$ cat src/rtl/spi_pkg.sv
`default_nettype none
// ============================================================================
//  Module      : spi_pkg
//  Description : Shared types for the parametrised SPI master.
//                - spi_state_t : transfer sequencer states
//                - spi_mode_t  : per-transfer mode captured at accept
//  Revision    : 1.0 - initial release
// ============================================================================
package spi_pkg;

    // IDLE  : bus parked, waiting for a start request
    // LEAD  : chip select asserted, first data bit on MOSI, one half-period
    // XFER  : 2*DATA_W half-periods of SCLK activity
    // TRAIL : SCLK back at idle level, chip select still asserted
    typedef enum logic [1:0] {
        IDLE  = 2'd0,
        LEAD  = 2'd1,
        XFER  = 2'd2,
        TRAIL = 2'd3
    } spi_state_t;

    typedef struct packed {
        logic cpol;
        logic cpha;
        logic lsb_first;
    } spi_mode_t;

    // Returns the bit that goes on the wire first for a given bit order.
    function automatic logic first_out(input logic lsb_first,
                                       input logic msb_bit,
                                       input logic lsb_bit);
        return lsb_first ? lsb_bit : msb_bit;
    endfunction

endpackage
`default_nettype wire

$ cat src/rtl/spi_clkgen.sv
`default_nettype none
// ============================================================================
//  Module      : spi_clkgen
//  Description : Half-period timer for the SPI master. While enabled it
//                emits a one-cycle tick every (div+1) clk cycles. The count
//                is held at zero while disabled, so every enable rising edge
//                starts a fresh half-period.
//  Ports       : clk   - system clock
//                reset - asynchronous, active-low reset
//                en    - run the timer
//                div   - half-period length minus one (latched by parent)
//                tick  - end of the current half-period
//  Revision    : 1.0 - initial release
// ============================================================================
module spi_clkgen #(
    parameter int DIV_W = 8
) (
    input  logic             clk,
    input  logic             reset,
    input  logic             en,
    input  logic [DIV_W-1:0] div,
    output logic             tick
);

    logic [DIV_W-1:0] r_cnt;
    logic             w_tick;

    // Tick is combinational so the parent acts on the very edge that closes
    // the half-period, giving an exact H-cycle spacing.
    assign w_tick = en && (r_cnt == div);
    assign tick   = w_tick;

    always_ff @(posedge clk or negedge reset) begin
        if (!reset) begin
            r_cnt <= '0;
        end else if (!en || w_tick) begin
            r_cnt <= '0;
        end else begin
            r_cnt <= r_cnt + 1'b1;
        end
    end

endmodule
`default_nettype wire

$ cat src/rtl/spi_master_n.sv
`default_nettype none
// ============================================================================
//  Module      : spi_master_n
//  Description : Parametrised SPI master. One word per start/done handshake,
//                runtime CPOL/CPHA, bit order and SCLK divider, one
//                active-low chip select per slave. MISO arrives already
//                muxed from the slave side.
//  Ports       : clk, reset (async, active-low)
//                start, slave_sel, cpol, cpha, lsb_first, clk_div, tx_data
//                                  - request + configuration, sampled at accept
//                rx_data           - last received word, updated with done
//                busy, done        - status / one-cycle completion pulse
//                sclk, mosi, miso  - SPI bus
//                cs_n              - active-low slave selects
//  Revision    : 1.0 - initial release
// ============================================================================
module spi_master_n
    import spi_pkg::*;
#(
    parameter int DATA_W     = 8,
    parameter int NUM_SLAVES = 4,
    parameter int DIV_W      = 8,
    parameter int SEL_W      = (NUM_SLAVES > 1) ? $clog2(NUM_SLAVES) : 1
) (
    input  logic                  clk,
    input  logic                  reset,
    input  logic                  start,
    input  logic [SEL_W-1:0]      slave_sel,
    input  logic                  cpol,
    input  logic                  cpha,
    input  logic                  lsb_first,
    input  logic [DIV_W-1:0]      clk_div,
    input  logic [DATA_W-1:0]     tx_data,
    output logic [DATA_W-1:0]     rx_data,
    output logic                  busy,
    output logic                  done,
    output logic                  sclk,
    output logic                  mosi,
    input  logic                  miso,
    output logic [NUM_SLAVES-1:0] cs_n
);

    // Edge counter must hold 0..2*DATA_W.
    localparam int                 c_CNT_W      = $clog2(2 * DATA_W + 1);
    localparam logic [c_CNT_W-1:0] c_FIRST_EDGE = c_CNT_W'(1);
    localparam logic [c_CNT_W-1:0] c_LAST_EDGE  = c_CNT_W'(2 * DATA_W);

    spi_state_t            r_state;
    spi_state_t            w_state_nxt;
    spi_mode_t             r_mode;
    logic [DIV_W-1:0]      r_div;
    logic [DATA_W-1:0]     r_tx;
    logic [DATA_W-1:0]     r_rx;
    logic [DATA_W-1:0]     r_rx_data;
    logic [c_CNT_W-1:0]    r_cnt;
    logic                  r_sclk;
    logic                  r_mosi;
    logic                  r_done;
    logic [NUM_SLAVES-1:0] r_cs_n;

    logic                  w_tick;
    logic                  w_accept;
    logic                  w_edge;
    logic                  w_finish;
    logic [c_CNT_W-1:0]    w_edge_num;
    logic                  w_leading;
    logic                  w_sample;
    logic                  w_drive;
    logic [DATA_W-1:0]     w_tx_shift;
    logic                  w_tx_next;
    logic [DATA_W-1:0]     w_rx_shift;
    logic [NUM_SLAVES-1:0] w_cs_sel;

    // ------------------------------------------------------------------
    // Half-period timer: runs for the whole LEAD/XFER/TRAIL window.
    // ------------------------------------------------------------------
    spi_clkgen #(
        .DIV_W (DIV_W)
    ) u_clkgen (
        .clk   (clk),
        .reset (reset),
        .en    (r_state != IDLE),
        .div   (r_div),
        .tick  (w_tick)
    );

    // ------------------------------------------------------------------
    // FSM state register
    // ------------------------------------------------------------------
    always_ff @(posedge clk or negedge reset) begin
        if (!reset) begin
            r_state <= IDLE;
        end else begin
            r_state <= w_state_nxt;
        end
    end

    // ------------------------------------------------------------------
    // FSM next state and per-cycle strobes
    //   w_accept : start taken in IDLE
    //   w_edge   : an SCLK edge happens on this clk edge
    //   w_finish : transfer completes on this clk edge
    // The LEAD tick produces SCLK edge 1; XFER ticks produce edges
    // 2..2*DATA_W, after which the final XFER half-period ends without a
    // toggle (SCLK is already back at idle) and TRAIL follows.
    // ------------------------------------------------------------------
    always_comb begin
        w_state_nxt = r_state;
        w_accept    = 1'b0;
        w_edge      = 1'b0;
        w_finish    = 1'b0;
        case (r_state)
            IDLE: begin
                if (start) begin
                    w_accept    = 1'b1;
                    w_state_nxt = LEAD;
                end
            end
            LEAD: begin
                if (w_tick) begin
                    w_edge      = 1'b1;
                    w_state_nxt = XFER;
                end
            end
            XFER: begin
                if (w_tick) begin
                    if (r_cnt == c_LAST_EDGE) begin
                        w_state_nxt = TRAIL;
                    end else begin
                        w_edge = 1'b1;
                    end
                end
            end
            TRAIL: begin
                if (w_tick) begin
                    w_finish    = 1'b1;
                    w_state_nxt = IDLE;
                end
            end
            default: begin
                w_state_nxt = IDLE;
            end
        endcase
    end

    // ------------------------------------------------------------------
    // Edge classification. Odd-numbered edges are leading edges.
    // CPHA=0 samples on leading, CPHA=1 on trailing; the other edge class
    // drives the next bit. The first bit is already on MOSI from LEAD, so
    // edge 1 never shifts, and the last edge never shifts either, which
    // keeps MOSI parked on the final data bit.
    // ------------------------------------------------------------------
    assign w_edge_num = r_cnt + c_FIRST_EDGE;
    assign w_leading  = w_edge_num[0];
    assign w_sample   = w_edge && (w_leading ^ r_mode.cpha);
    assign w_drive    = w_edge && !(w_leading ^ r_mode.cpha)
                        && (w_edge_num != c_FIRST_EDGE)
                        && (w_edge_num != c_LAST_EDGE);

    assign w_tx_shift = r_mode.lsb_first ? (r_tx >> 1) : (r_tx << 1);
    assign w_tx_next  = first_out(r_mode.lsb_first,
                                  w_tx_shift[DATA_W-1], w_tx_shift[0]);

    // LSB-first words fill from the top so the first bit lands in bit 0.
    assign w_rx_shift = r_mode.lsb_first ? {miso, r_rx[DATA_W-1:1]}
                                         : {r_rx[DATA_W-2:0], miso};

    // Out-of-range selects leave every chip select high (dummy clocks).
    always_comb begin
        w_cs_sel = '1;
        for (int i = 0; i < NUM_SLAVES; i++) begin
            if (slave_sel == SEL_W'(i)) begin
                w_cs_sel[i] = 1'b0;
            end
        end
    end

    // ------------------------------------------------------------------
    // Datapath
    // ------------------------------------------------------------------
    always_ff @(posedge clk or negedge reset) begin
        if (!reset) begin
            r_mode    <= '0;
            r_div     <= '0;
            r_tx      <= '0;
            r_rx      <= '0;
            r_rx_data <= '0;
            r_cnt     <= '0;
            r_sclk    <= 1'b0;
            r_mosi    <= 1'b0;
            r_done    <= 1'b0;
            r_cs_n    <= '1;
        end else begin
            r_done <= 1'b0;

            // Parked SCLK tracks the requested polarity one cycle late, so
            // it is already at the new idle level before the first edge.
            if (r_state == IDLE) begin
                r_sclk <= cpol;
            end

            if (w_accept) begin
                r_mode.cpol      <= cpol;
                r_mode.cpha      <= cpha;
                r_mode.lsb_first <= lsb_first;
                r_div            <= clk_div;
                r_tx             <= tx_data;
                r_rx             <= '0;
                r_cnt            <= '0;
                r_cs_n           <= w_cs_sel;
                r_mosi           <= first_out(lsb_first, tx_data[DATA_W-1],
                                              tx_data[0]);
            end

            if (w_edge) begin
                r_sclk <= ~r_sclk;
                r_cnt  <= w_edge_num;
            end

            if (w_sample) begin
                r_rx <= w_rx_shift;
            end

            if (w_drive) begin
                r_tx   <= w_tx_shift;
                r_mosi <= w_tx_next;
            end

            if (w_finish) begin
                r_sclk    <= r_mode.cpol;
                r_cs_n    <= '1;
                r_rx_data <= r_rx;
                r_done    <= 1'b1;
            end
        end
    end

    assign busy    = (r_state != IDLE);
    assign done    = r_done;
    assign rx_data = r_rx_data;
    assign sclk    = r_sclk;
    assign mosi    = r_mosi;
    assign cs_n    = r_cs_n;

endmodule
`default_nettype wire

$ cat config.mk
export PLATFORM = sky130hd
export DESIGN_NAME = spi_master_n
export DESIGN_NICKNAME = d
export VERILOG_FILES = /design/src/rtl/spi_pkg.sv /design/src/rtl/spi_clkgen.sv /design/src/rtl/spi_master_n.sv
export SDC_FILE = /design/constraint.sdc
export NUM_CORES = 1
export LEC_CHECK = 0
export ABC_AREA = 1
export CORE_AREA = 2 2 94 60
export DETAILED_ROUTE_END_ITERATION = 6
export DIE_AREA = 0 0 96 62
export HOLD_SLACK_MARGIN = 0.15
export PLACE_DENSITY = 0.81
export SLEW_MARGIN = 25
export SYNTH_ARGS = -nofsm -noshare
export SYNTH_HDL_FRONTEND = slang
export SYNTH_SLANG_ARGS = --single-unit
$ cat constraint.sdc
create_clock -name clk -period 2.7 [get_ports clk]
set_input_delay 0.54 -clock clk [delete_from_list [all_inputs] [get_ports clk]]
set_output_delay 0.54 -clock clk [all_outputs]
set_load 0.01 [all_outputs]
After elaboration in Yosys (flattened, before gate mapping)
Index checks and enable logic that the tools add are counted.

cells by class
  reductions and logical operators = 17
  bitwise logic cells = 2
  add/sub/neg operators = 2
  multiplexer cells = 36
  equal/unequal tests = 15

operators by type and width
  cell                                                                      count
  8-bit two-way mux                                                         7
  1-bit two-way mux                                                         18
  2-bit two-way mux                                                         5
  5-bit two-way mux                                                         2
  2-bit nonzero test                                                        5
  8-bit by 1-bit adder with 8-bit output (second input constant)            1
  2-bit equality test (second input constant)                               4
  8-bit equality test                                                       1
  4-bit two-way mux                                                         2
  2-bit case mux with 4 select lines                                        1
  2-bit by 1-bit inequality test with 1-bit output (second input constant)  3
  5-bit by 1-bit adder with 5-bit output (second input constant)            1
  5-bit equality test (second input constant)                               1
  1-bit logical AND                                                         5
  5-bit by 1-bit inequality test with 1-bit output (second input constant)  1
  5-bit inequality test (second input constant)                             1
  5-bit AND reduction                                                       1
  2-bit by 1-bit equality test with 1-bit output (second input constant)    2
  2-bit zero test                                                           2
  2-bit inequality test (second input constant)                             2
  3-bit nonzero test                                                        1
  1-bit zero test                                                           2
  1-bit case mux with 2 select lines                                        1
  1-bit logical OR                                                          1
  other kinds (2)                                                           2

word-level totals
  flip-flop bits (word level) = 57
  word-level logic and storage cells = 86
  output and inout bits = 16
  input bits = 25

Depth between registers and ports, before layout
  word-level depth = 8
  gate-level depth with buffers = 12

Cells and area by module
A second synthesis with hierarchy kept.

second synthesis, totals
  cells, all modules = 382
  area, all modules = 3,009.1 um^2

by module, submodules not included
  module        instances  area an instance (um^2)  cells each
  spi_master_n  1          2,493.6                  310
  spi_clkgen    1          515.5                    72

Worst setup path before layout
No wires, ideal clock.

  path kind = reg-to-reg
  start point = register r_cnt[0]
  end point = register r_tx[5]
  required time = 2,571 ps
  period minus slack after synthesis = 1,691 ps
  cell stages (with the launch flop) = 12
  setup slack = 1,009 ps
  arrival = 1,562 ps
  library setup time = 129 ps
  path through = dfrtp_1 -> inv_1 -> ha_1 -> nand3_1 -> o21ai_1 -> nand2_1 -> nand2_1 -> nor2_8 -> nand3_4 -> buf_6 -> nand3_2 -> o211ai_2

between the ends
  longest elaborated chain between the ends = 8
  elaborated cells on any way between the ends = 14
  classes of those cells = add/sub: 1; eq/ne: 3; mux: 4; bitwise: 1; reduce/logical: 5

ends and longest elaborated chain
  what                                                                                            RTL line             text
  start: declaration                                                                              spi_master_n.sv:55   logic [c_CNT_W-1:0] r_cnt;
  start signal: assignment                                                                        spi_master_n.sv:217  r_cnt <= w_edge_num;
  parallel branches: the longest is 6 deep, another holds 5-bit by 1-bit adder with 5-bit output  n/a
  1-bit logical AND *                                                                             spi_master_n.sv:158  && (w_edge_num != c_LAST_EDGE);
  8-bit two-way mux / 2-bit nonzero test (equally long branches)                                  n/a
  end signal: assignment                                                                          spi_master_n.sv:207  r_tx <= tx_data;
  end signal: assignment                                                                          spi_master_n.sv:225  r_tx <= w_tx_shift;
  end: declaration                                                                                spi_master_n.sv:52   logic [DATA_W-1:0] r_tx;

Every way passes the cells marked *.
A chain may end at the register's enable or synchronous reset.

Final worst setup path
  start point = register r_state[0]
  end point = output busy

between the ends
  longest elaborated chain between the ends = 1

ends and longest elaborated chain
  what                      RTL line             text
  start: declaration        spi_master_n.sv:48   spi_state_t r_state;
  start signal: assignment  spi_master_n.sv:94   r_state <= w_state_nxt;
  2-bit nonzero test        spi_master_n.sv:238  assign busy = (r_state != IDLE);
  end: declaration          spi_master_n.sv:35   output logic busy,

Every way passes these cells.

==> impl_metrics.csv <==
group,metric,value,unit
clocking,cts.sinks,57,
detailed_routing,ant_nets,0,
detailed_routing,vias_per_cell,5.13,
logic_synthesis,ys_warn_count,0,
timing,whs,485,ps
setup_path,criticalPathCategory,"reg2out",
clocking,ctsResizeCount,0,
power,p_leak,1.72,nW
timing,setup_tns,0,ps
logic_synthesis,ys_seq_area_share,49.2,%
logic_synthesis,synth_cell_types,33,
run,drv_cap,0,
timing,setup_viol,0,
clocking,cts_tree,"done",
setup_path,path_buf_inv,3,
floorplanning,initial_core_util,55.6,%
logic_synthesis,synth.most_common_cell,"nand2_1",
timing,finalCriticalPeriod,2390,ps
timing,finalMaxSlewViolations,0,
logic_synthesis,syn_avg_cell_area,8.71,µm²
detailed_routing,first_iter_violations,107,
power,pwr-share-clk,25.9,%
timing,finalHoldViolations,0,
placement,dp_hpwl,4340,µm
cells_and_area,antenna_cells,0,
setup_path,cp_top_family,"buffers and inverters",
logic_synthesis,synthArstFlopShare,100,%
detailed_routing,routed_wl,6130,µm
power,power_frac_seq,39.9,%
timing,rsz0062_at_grt,"false",
cells_and_area,final_layout_size_suffix_gt1_share,10.9,%
floorplanning,die_w,96,µm
setup_path,path_depth,4,
timing,relSlewSlack,43.0,%
clocking,cts_buffer_depth,2,
power,powerDensity,919,nW/µm²
clocking,path_clk_slew,60,ps
placement,pre_cts_ws,599,ps
logic_synthesis,synthesis.area,2910,µm²
logic_synthesis,netlist.area_leader.share,45.6,%
floorplanning,die_area,5950,µm²
power,swShare,36.6,%
outcome,status,"finished, final reports clean",
setup_path,critical_path.max_fanout,4,
global_route,grt_pass1_wl,9880,µm
setup_path,max_stage_delay,570,ps
cells_and_area,fin_nets,415,
clocking,insertion_delay,340,ps
power,p_int,2.09,mW
power,worst_ir_drop_vdd,0.519,mV
logic_synthesis,ys.flop_type,"dfrtp_1",
clocking,cts_root_buffer,"clkbuf_8",
setup_path,crit_slowest_cell,"clkdlybuf4s50_1",
setup_path,crit_arrival,1850,ps
timing,worst_pin_slew,855,ps
setup_path,end_kind,"output port",
setup_path,cp_common_cell,"inv_1",
min_path,hold_class,"reg2reg",
detailed_routing,drc,0,
cells_and_area,syn_to_final_growth,23.5,%
timing,fin_crit_sh,88.7,%
min_path,hold_depth,2,
clocking,post-cts-setup-buffers,0,
setup_path,reg2reg_depth,12,
logic_synthesis,synth_edf_count,0,
global_route,grtUsageTotal,22.8,%
detailed_routing,wl_per_cell,13.5,µm
logic_synthesis,ys_ff_latch,57,
power,p_sw,1.21,mW
global_route,grt_overflow_total,0,
placement,gp_congestion,0.808,
setup_path,path_cells,"inv_1 > ha_1 > inv_1 > clkdlybuf4s50_1",
global_route,grt_pass1_vias,2095,
global_route,grt_start_max_net_pins,26,
detailed_routing,via_count,2330,
placement,portBuffers,40,
setup_path,worstPathRequired,2160,ps
logic_synthesis,synth_common_cells,"nand2_1 (88), dfrtp_1 (53), inv_1 (39)",
clocking,h-tree-depth,3,
floorplanning,core,5230,µm²
clocking,cts-buffers-inserted,9,
power,comb_power_share,34.2,%
floorplanning,rows,21,
detailed_routing,firstDrtPassIters,6,
global_route,antenna_found_initial,0,
setup_path,cp-start-kind,"flip-flop",
timing,fin_ws,305,ps
logic_synthesis,synthCells,334,
floorplanning,io_pins,41,
logic_synthesis,synth_nets,369,
logic_synthesis,yosysTopAreaCell,"dfrtp_1",
timing,max_freq,0.418,GHz
floorplanning,die_h,62,µm
logic_synthesis,synthTopCellsByArea,"dfrtp_1 (46%), nand2_1 (11%), inv_1 (5.0%), ha_1 (4.3%), o21ai_0 (4.3%)",
timing,finClkSkew,10.8,ps
==> timing repair <==
| action | 4_1_cts | 5_1_grt |
|---|---|---|
| endpoints found under the setup margin | 0 | 0 |
| hold endpoints to repair | 7 | 0 |
| hold buffers | 1 | 0 |
==> stage by stage <==
step                cell area, µm²  util (%)  power (mW)  std cells
finish                        3590      68.7        3.30        454
global route                  3590      68.7        3.53        454
CTS                           3590      68.7        3.33        454
detailed placement            3370      64.5        2.44        437
global placement              3370      64.5        2.40        437
floorplan                     2910         -        2.07        334
==> final timing paths <==
check	startpoint	end	slack, ps
max reg2reg	r_cnt[0]	mosi	590
min in group asynchronous	reset	r_tx[2]	610
max in group asynchronous	reset	cs_n[1]	1470
max	r_state[0]	busy	310
min reg2reg	rx_data[2]	rx_data[2]	490
min	rx_data[2]	rx_data[2]	490
==> cell usage in the layout, fill, tap and decap left out, drive strengths merged <==
cell type and n:
a21oi 11, nand3b 2, clkdlybuf4s50 39, clkbuf 10, nand4 4, nand2 90, dfrtp 53, o21ai 26
o31ai 1, nor3b 3, dlygate4sd3 1, clkinv 4, dfstp 4, bufinv 2, o211ai 7, inv 41
ha 10, o22ai 10, xnor2 5, nor2 25, nand3 16, clkinvlp 1, buf 5, mux2i 6
xor2 4, nor3 5
==> logic make-up (layout without fill, tap and decap cells) <==
group / Yosys count / count (layout) / share of synthesized area, %
simple gates: 145 / 145 / 23.1
flops: 57 / 57 / 49.2
compound gates: 55 / 55 / 11.6
buf+inv: 52 / 103 / 7.05
fa+ha+maj: 10 / 10 / 4.30
xor+xnor: 9 / 9 / 2.71
mux: 6 / 6 / 2.06
==> worst min-delay path: cells and delay by family, from the launching register on <==
kind	cells	cell delay, ps
flip-flops	1	340
AND/OR/NAND/NOR	1	50
AO/OA/AOI/OAI	1	60
==> power groups by stage <==
stage                     Sequential, mW  Combinational [mW]  Clock (mW)
after floorplan                     1.26               0.816           0
after detailed placement            1.32                1.11           0
after CTS                           1.32                1.14       0.876
after global placement              1.32                1.08           0
after global routing                1.36                1.26       0.912
final                               1.32                1.13       0.856
==> state kept, by name, summed over array words and instances (netlist names) <==
register	flops
r_state	2
r_tx	8
r_mode	3
r_div	8
r_rx	8
mosi	1
rx_data	8
sclk	1
r_cnt	5
u_clkgen.r_cnt	8
done	1
cs_n	4
==> per-layer routing <==
| metal | track usage [%] | wire length, µm |
|---|---|---|
| met4 | 6.73 | 65 |
| met1 | 32.7 | 3000 |
| met3 | 7.48 | 411 |
| met2 | 33.4 | 2650 |
| met5 | 0 | 0 |
==> cell type report <==
type / count / area, µm²
Sequential cell: 57 / 1430
Multi-Input combinational cell: 225 / 1270
Inverter: 42 / 158
Clock inverter: 6 / 82.6
Clock buffer: 10 / 128
Tap cell: 69 / 86.3
Fill cell: 415 / 1640
Timing Repair Buffer: 45 / 435
(Power assumes the default switching activity.)
